--- src/rtl/intr_sequencer.sv ---
// Interrupt entry / HLT / RTI sequencer: drains the pipeline, pushes the resume PC,
// fetches the interrupt vector and restores flags on RTI. Outputs are registered.
module intr_sequencer #(
    parameter int          DRAIN_CYCLES = 3,
    parameter logic [7:0]  VEC_ADDR     = 8'h01
) (
    input  logic       clk,
    input  logic       rst,
    input  logic       intr_flag,
    input  logic       hlt_req,
    input  logic       rti_req,
    input  logic [7:0] pc_next,
    input  logic [7:0] sp,
    input  logic [3:0] flags_in,
    input  logic [7:0] mem_rdata,
    output logic       inter_en,
    output logic       intr_clear,
    output logic       hlt_en,
    output logic       stall,
    output logic       busy,
    output logic       mem_we,
    output logic       mem_re,
    output logic [7:0] mem_addr,
    output logic [7:0] mem_wdata,
    output logic       sp_dec,
    output logic       pc_load,
    output logic [7:0] pc_load_val,
    output logic       flags_restore,
    output logic [3:0] flags_out
);

    typedef enum logic [2:0] {
        IDLE, HALT, DRAIN, PUSH, VEC_RD, VEC_LD, RTI_R
    } state_t;

    localparam logic [3:0] DRAIN_LOAD = 4'(DRAIN_CYCLES - 1);

    state_t     state_q, state_d;
    logic [3:0] cnt_q, cnt_d;
    logic [3:0] shadow_q, shadow_d;

    logic       inter_en_q, inter_en_d;
    logic       intr_clear_q, intr_clear_d;
    logic       hlt_en_q, hlt_en_d;
    logic       stall_q, stall_d;
    logic       busy_q, busy_d;
    logic       mem_we_q, mem_we_d;
    logic       mem_re_q, mem_re_d;
    logic [7:0] mem_addr_q, mem_addr_d;
    logic [7:0] mem_wdata_q, mem_wdata_d;
    logic       sp_dec_q, sp_dec_d;
    logic       pc_load_q, pc_load_d;
    logic       flags_restore_q, flags_restore_d;
    logic [3:0] flags_out_q, flags_out_d;

    always_comb begin
        state_d  = state_q;
        cnt_d    = cnt_q;
        shadow_d = shadow_q;
        unique case (state_q)
            IDLE: begin
                if (intr_flag) begin
                    state_d = DRAIN;
                    cnt_d   = DRAIN_LOAD;
                end else if (hlt_req) begin
                    state_d = HALT;
                end else if (rti_req) begin
                    state_d = RTI_R;
                end
            end
            HALT: begin
                if (intr_flag) begin
                    state_d = DRAIN;
                    cnt_d   = DRAIN_LOAD;
                end
            end
            DRAIN: begin
                if (cnt_q == 4'd0) state_d = PUSH;
                else               cnt_d   = cnt_q - 4'd1;
            end
            PUSH: begin
                state_d  = VEC_RD;
                shadow_d = flags_in;
            end
            VEC_RD:  state_d = VEC_LD;
            VEC_LD:  state_d = IDLE;
            RTI_R:   state_d = IDLE;
            default: state_d = IDLE;
        endcase
    end

    // Outputs are decoded from the upcoming state so they appear registered in that state.
    // SP and PC are frozen by stall, so sampling them on the edge into PUSH is safe.
    always_comb begin
        inter_en_d      = (state_d == IDLE) || (state_d == HALT);
        stall_d         = (state_d != IDLE) && (state_d != RTI_R);
        busy_d          = (state_d != IDLE);
        hlt_en_d        = (state_q == IDLE) && (state_d == HALT);
        mem_we_d        = (state_d == PUSH);
        sp_dec_d        = (state_d == PUSH);
        intr_clear_d    = (state_d == PUSH);
        mem_re_d        = (state_d == VEC_RD);
        pc_load_d       = (state_d == VEC_LD);
        flags_restore_d = (state_d == RTI_R);
        mem_addr_d      = 8'h00;
        if (state_d == PUSH)        mem_addr_d = sp;
        else if (state_d == VEC_RD) mem_addr_d = VEC_ADDR;
        mem_wdata_d     = (state_d == PUSH)  ? pc_next  : 8'h00;
        flags_out_d     = (state_d == RTI_R) ? shadow_q : 4'h0;
    end

    always_ff @(posedge clk or negedge rst) begin
        if (!rst) begin
            state_q         <= IDLE;
            cnt_q           <= 4'd0;
            shadow_q        <= 4'h0;
            inter_en_q      <= 1'b1;
            intr_clear_q    <= 1'b0;
            hlt_en_q        <= 1'b0;
            stall_q         <= 1'b0;
            busy_q          <= 1'b0;
            mem_we_q        <= 1'b0;
            mem_re_q        <= 1'b0;
            mem_addr_q      <= 8'h00;
            mem_wdata_q     <= 8'h00;
            sp_dec_q        <= 1'b0;
            pc_load_q       <= 1'b0;
            flags_restore_q <= 1'b0;
            flags_out_q     <= 4'h0;
        end else begin
            state_q         <= state_d;
            cnt_q           <= cnt_d;
            shadow_q        <= shadow_d;
            inter_en_q      <= inter_en_d;
            intr_clear_q    <= intr_clear_d;
            hlt_en_q        <= hlt_en_d;
            stall_q         <= stall_d;
            busy_q          <= busy_d;
            mem_we_q        <= mem_we_d;
            mem_re_q        <= mem_re_d;
            mem_addr_q      <= mem_addr_d;
            mem_wdata_q     <= mem_wdata_d;
            sp_dec_q        <= sp_dec_d;
            pc_load_q       <= pc_load_d;
            flags_restore_q <= flags_restore_d;
            flags_out_q     <= flags_out_d;
        end
    end

    assign inter_en      = inter_en_q;
    assign intr_clear    = intr_clear_q;
    assign hlt_en        = hlt_en_q;
    assign stall         = stall_q;
    assign busy          = busy_q;
    assign mem_we        = mem_we_q;
    assign mem_re        = mem_re_q;
    assign mem_addr      = mem_addr_q;
    assign mem_wdata     = mem_wdata_q;
    assign sp_dec        = sp_dec_q;
    assign pc_load       = pc_load_q;
    assign flags_restore = flags_restore_q;
    assign flags_out     = flags_out_q;
    // Vector data arrives the cycle after the read, so it is forwarded straight through.
    assign pc_load_val   = pc_load_q ? mem_rdata : 8'h00;

endmodule

--- config.mk ---
export PLATFORM = sky130hd
export DESIGN_NAME = intr_sequencer
export DESIGN_NICKNAME = d
export VERILOG_FILES = /design/src/rtl/intr_sequencer.sv
export SDC_FILE = /design/constraint.sdc
export NUM_CORES = 1
export LEC_CHECK = 0
export CAP_MARGIN = 0
export CORE_MARGIN = 4
export CORE_UTILIZATION = 36
export CTS_CLUSTER_SIZE = 28
export DETAILED_ROUTE_END_ITERATION = 8
export PLACE_DENSITY = 0.79
export SYNTH_ARGS = -nofsm -noshare
export SYNTH_HDL_FRONTEND = slang
export SYNTH_SLANG_ARGS = --single-unit
--- constraint.sdc ---
create_clock -name clk -period 1.6 [get_ports clk]
set_input_delay 0.4 -clock clk [delete_from_list [all_inputs] [get_ports clk]]
set_output_delay 0.4 -clock clk [all_outputs]
set_load 0.02 [all_outputs]
==> flow_metrics.tcl <==
set metrics [dict create \
    grt_antenna_before_repair 0 \
    floorplan.die_area_mm2 0.005369 \
    worst_ep_required_time_ps 1830 \
    arrival_ps 1860 \
    first_global_vias 1141 \
    worst_path_dominant_cell_family "simple AND/OR/NAND/NOR gates" \
    initial_utilization 0.3780 \
    cts_root_buffer "sky130_fd_sc_hd__clkbuf_8" \
    fill_cells 341 \
    rr_endpoint "mem_wdata[7]$_DFF_PN0_" \
    share_of_final_layout_standard_cells_stronger_than_drive_strength_1 0.2248 \
    rsz0062_at_grt "yes" \
    routed_wirelength_um 3442 \
    syn-cell-area_mm2 0.001534 \
    rows 23 \
    multi_input_comb_area_um2 519.2 \
    finalWorstSetupSlack_ps -28.92 \
    die_width_um 73.28 \
    routed_via_density 4.422 \
    wl_met1_um 1309 \
    clock_skew_ps 6.303 \
    crit_path_start_kind "flop" \
    groute.usage.overall 0.1312 \
    number_of_cells_on_the_worst_reg_to_reg_path 7 \
    synth_cell_types 28 \
    largest_net_degree_at_the_start_of_global_routing 23 \
    worst_hold_path_type "input port to async pin" \
    met3_wirelength_um 269 \
    drt-wirelength-per-cell_um 12.84 \
    highest_layer "met4" \
    crit_path_max_fanout 8 \
    drt_first_pass_iters 4 \
    syn-mean-instance-area_um2 11.71 \
    finalNetCount 252 \
    synth-seq-cells 39 \
    crit_share_post_route 1.018 \
    numCtsBuffers 5 \
    worst-path-buf-inv 3 \
    hold_buffers 0 \
    clk_latency_ps 290 \
    reg2reg_setup_slack_ps -30 \
    synth_area_leader_cell "sky130_fd_sc_hd__dfrtp_1" \
    route.vias.total 1185 \
    detail-route-antenna-nets 0 \
    power.ir.vdd_worst_mv 0.7033 \
    placeableCoreArea_mm2 0.004058 \
    maxSlewViolCount 0 \
    wl_met2_um 1809 \
    die_y_um 73.28 \
    slew-limit-headroom 0.7267 \
    n_antenna_cell 0 \
    power.static_leakage_nw 1.314 \
    mapped_cells 131 \
    crit_path_capture_type "flop" \
    dr.first_iter.drc_count 39 \
    fin_util 0.6038 \
    area_growth_pct 59.71 \
    period_minus_slack_ps 1629 \
    setup_tns_ps -163.9 \
    total_power_w 0.003616 \
    drv_cap 0 \
    worst-slew-pin-transition_ps 410.0 \
    numPortBuffers 70 \
    wire_length_of_the_first_global_routing_pass_um 5299 \
    hold_viol_final 0 \
    area.sequential_um2 977.2 \
    count_of_boundary_i_o_pins 71 \
    synth_sequential_area_ratio 0.6370 \
    cp_slowest_stage_delay_ps 390 \
    path_cells "inv_2, ha_1, or3b_4, nor4_4, buf_4, buf_6, and2_4" \
    timing.final.setup_violations 13 \
    clock_sink_count 39 \
    status "finished with violations" \
    yosys-top-cells-area "sky130_fd_sc_hd__dfrtp_1 62%, sky130_fd_sc_hd__and2_1 11%, sky130_fd_sc_hd__nand2_1 4.2%" \
    critPathSlowestCell "sky130_fd_sc_hd__dfrtp_1" \
    drt_drc_violations_left 0 \
    cts.clk_slew.worst_paths_ps 80 \
    tritoncts "built" \
    finalWeightedCongestion 0.7012 \
    max_clock_freq_mhz 613.9 \
    yosysWarnings 0 \
    synth_nets 166 \
    crit_type "flop to flop" \
    timing.rr.start "cnt_q[0]$_DFFE_PN0P_" \
    cts_max_level 2 \
    grt_remaining_overflow 0 \
    clock_path_buffers 2 \
    failed_checks "setup timing" \
    netlist.area_leader.share 0.6199 \
    dpl.hpwl_um 2516 \
    power.density_mw_per_mm2 1476 \
]
-- sequential cells by signal, indices dropped and copies added, names as in the netlist --
signal / cells
shadow_q: 4
cnt_q: 4
pc_load: 1
busy: 1
hlt_en: 1
inter_en: 1
flags_out: 4
sp_dec: 1
mem_addr: 8
stall: 1
mem_re: 1
state_q: 3
flags_restore: 1
mem_wdata: 8
-- final cells by class --
class / count / share of cell area
Clock inverter: 2 / 0.01430
Sequential cell: 39 / 0.3989
Timing Repair Buffer: 85 / 0.3064
Inverter: 6 / 0.009193
Multi-Input combinational cell: 80 / 0.2120
Clock buffer: 6 / 0.03371
Tap cell: 50 / 0.02554
-- per-stage QoR --
stage	setup slack (ps)	hold WS, ps	instances	cell area [um^2]
finish	-28.92	32.86	268	2450
global route	-87.17	60.05	268	2450
CTS	-39.18	41.12	267	2417
detailed placement	-378.0	361.0	255	2337
global placement	-362.9	348.8	255	2337
floorplan	16.26	104.4	131	1534
-- cell usage in the layout, fill, tap and decap left out, types with 2 or more instances in the layout --
cell / instances
sky130_fd_sc_hd__buf_2: 9
sky130_fd_sc_hd__nand2_1: 16
sky130_fd_sc_hd__dfrtp_1: 38
sky130_fd_sc_hd__inv_2: 2
sky130_fd_sc_hd__clkdlybuf4s50_1: 31
sky130_fd_sc_hd__and2_4: 6
sky130_fd_sc_hd__ha_1: 2
sky130_fd_sc_hd__and2_1: 21
sky130_fd_sc_hd__nor2_1: 8
sky130_fd_sc_hd__xor2_1: 2
sky130_fd_sc_hd__clkbuf_8: 6
sky130_fd_sc_hd__buf_6: 2
sky130_fd_sc_hd__nor3b_1: 2
sky130_fd_sc_hd__o21ai_0: 3
sky130_fd_sc_hd__inv_1: 4
sky130_fd_sc_hd__a21oi_1: 4
sky130_fd_sc_hd__buf_4: 12
sky130_fd_sc_hd__dlygate4sd2_1: 30
-- synthesized netlist by cell type --
| cell | n |
|---|---|
| sky130_fd_sc_hd__nand3b_1 | 1 |
| sky130_fd_sc_hd__a21oi_1 | 4 |
| sky130_fd_sc_hd__inv_1 | 6 |
| sky130_fd_sc_hd__and2_1 | 27 |
| sky130_fd_sc_hd__mux2i_1 | 1 |
| sky130_fd_sc_hd__nor4_4 | 1 |
| sky130_fd_sc_hd__or4_4 | 1 |
| sky130_fd_sc_hd__nand3_1 | 2 |
| sky130_fd_sc_hd__clkbuf_1 | 1 |
| sky130_fd_sc_hd__nor3_1 | 1 |
| sky130_fd_sc_hd__dfrtp_1 | 38 |
| sky130_fd_sc_hd__dfstp_2 | 1 |
| sky130_fd_sc_hd__buf_2 | 1 |
| sky130_fd_sc_hd__o22a_1 | 1 |
| sky130_fd_sc_hd__xor2_1 | 2 |
| sky130_fd_sc_hd__buf_6 | 1 |
| sky130_fd_sc_hd__nor2_4 | 1 |
| sky130_fd_sc_hd__nand2b_1 | 1 |
| sky130_fd_sc_hd__nor3b_1 | 3 |
| sky130_fd_sc_hd__buf_4 | 3 |
| sky130_fd_sc_hd__nand2_1 | 17 |
| sky130_fd_sc_hd__nor2_1 | 8 |
| sky130_fd_sc_hd__or3b_4 | 1 |
| sky130_fd_sc_hd__mux2_2 | 1 |
| sky130_fd_sc_hd__o21bai_1 | 1 |
| sky130_fd_sc_hd__o21ai_0 | 3 |
| sky130_fd_sc_hd__o31ai_1 | 1 |
| sky130_fd_sc_hd__ha_1 | 2 |
-- cells by family (layout without fill, tap and decap cells) --
kind of cell / after synthesis / count (layout) / synth area share
compound gates: 10 / 10 / 0.03834
xor+xnor: 2 / 2 / 0.01142
fa+ha+maj: 2 / 2 / 0.01631
buf+inv: 12 / 99 / 0.04241
flops: 39 / 39 / 0.6370
mux: 2 / 2 / 0.01387
simple gates: 64 / 64 / 0.2406
-- layer usage --
metal / up-vias / track usage
met3: 7 / 0.03694
li1: 586 / -
met1: 549 / 0.1445
met4: 0 / 0.05533
met2: 43 / 0.2344
met5: - / 0
-- report_power, final --
group	total (W)	switching (W)	leakage, nW	internal [W]
logic	0.00137	0.000727	0.740	0.000645
registers	0.00140	0.000153	0.513	0.00125
clock network	0.000842	0.000337	0.0612	0.000504
total	0.00362	0.00122	1.31	0.00240
-- worst register-to-register path, cell delays in order, from the launching register on --
cell and delay [ps]:
sky130_fd_sc_hd__dfrtp_1 390, sky130_fd_sc_hd__inv_2 60, sky130_fd_sc_hd__ha_1 130, sky130_fd_sc_hd__or3b_4 390, sky130_fd_sc_hd__nor4_4 160, sky130_fd_sc_hd__buf_4 180, sky130_fd_sc_hd__buf_6 130, sky130_fd_sc_hd__and2_4 130
-- how the worst max path moves through the flow --
stage,slack (ps),startpoint,endpoint,cells after the start
after floorplan,20,cnt_q[0]$_DFFE_PN0P_,mem_addr[1]$_DFF_PN0_,6
after global placement,-360,mem_rdata[3],pc_load_val[3],3
after detailed placement,-380,mem_rdata[6],pc_load_val[6],3
after CTS,-40,cnt_q[0]$_DFFE_PN0P_,mem_wdata[4]$_DFF_PN0_,6
after global routing,-90,cnt_q[0]$_DFFE_PN0P_,mem_wdata[7]$_DFF_PN0_,7
final,-30,cnt_q[0]$_DFFE_PN0P_,mem_wdata[7]$_DFF_PN0_,7
-- what timing repair did --
item / 4_1_cts / 5_1_grt
resized for setup: 66 / 11
cloned: 2 / 0
buffers inserted: 2 / 1
endpoints found under the setup margin: 54 / 22
pin swaps: 11 / 1
Power figures use the tool's default switching activity.
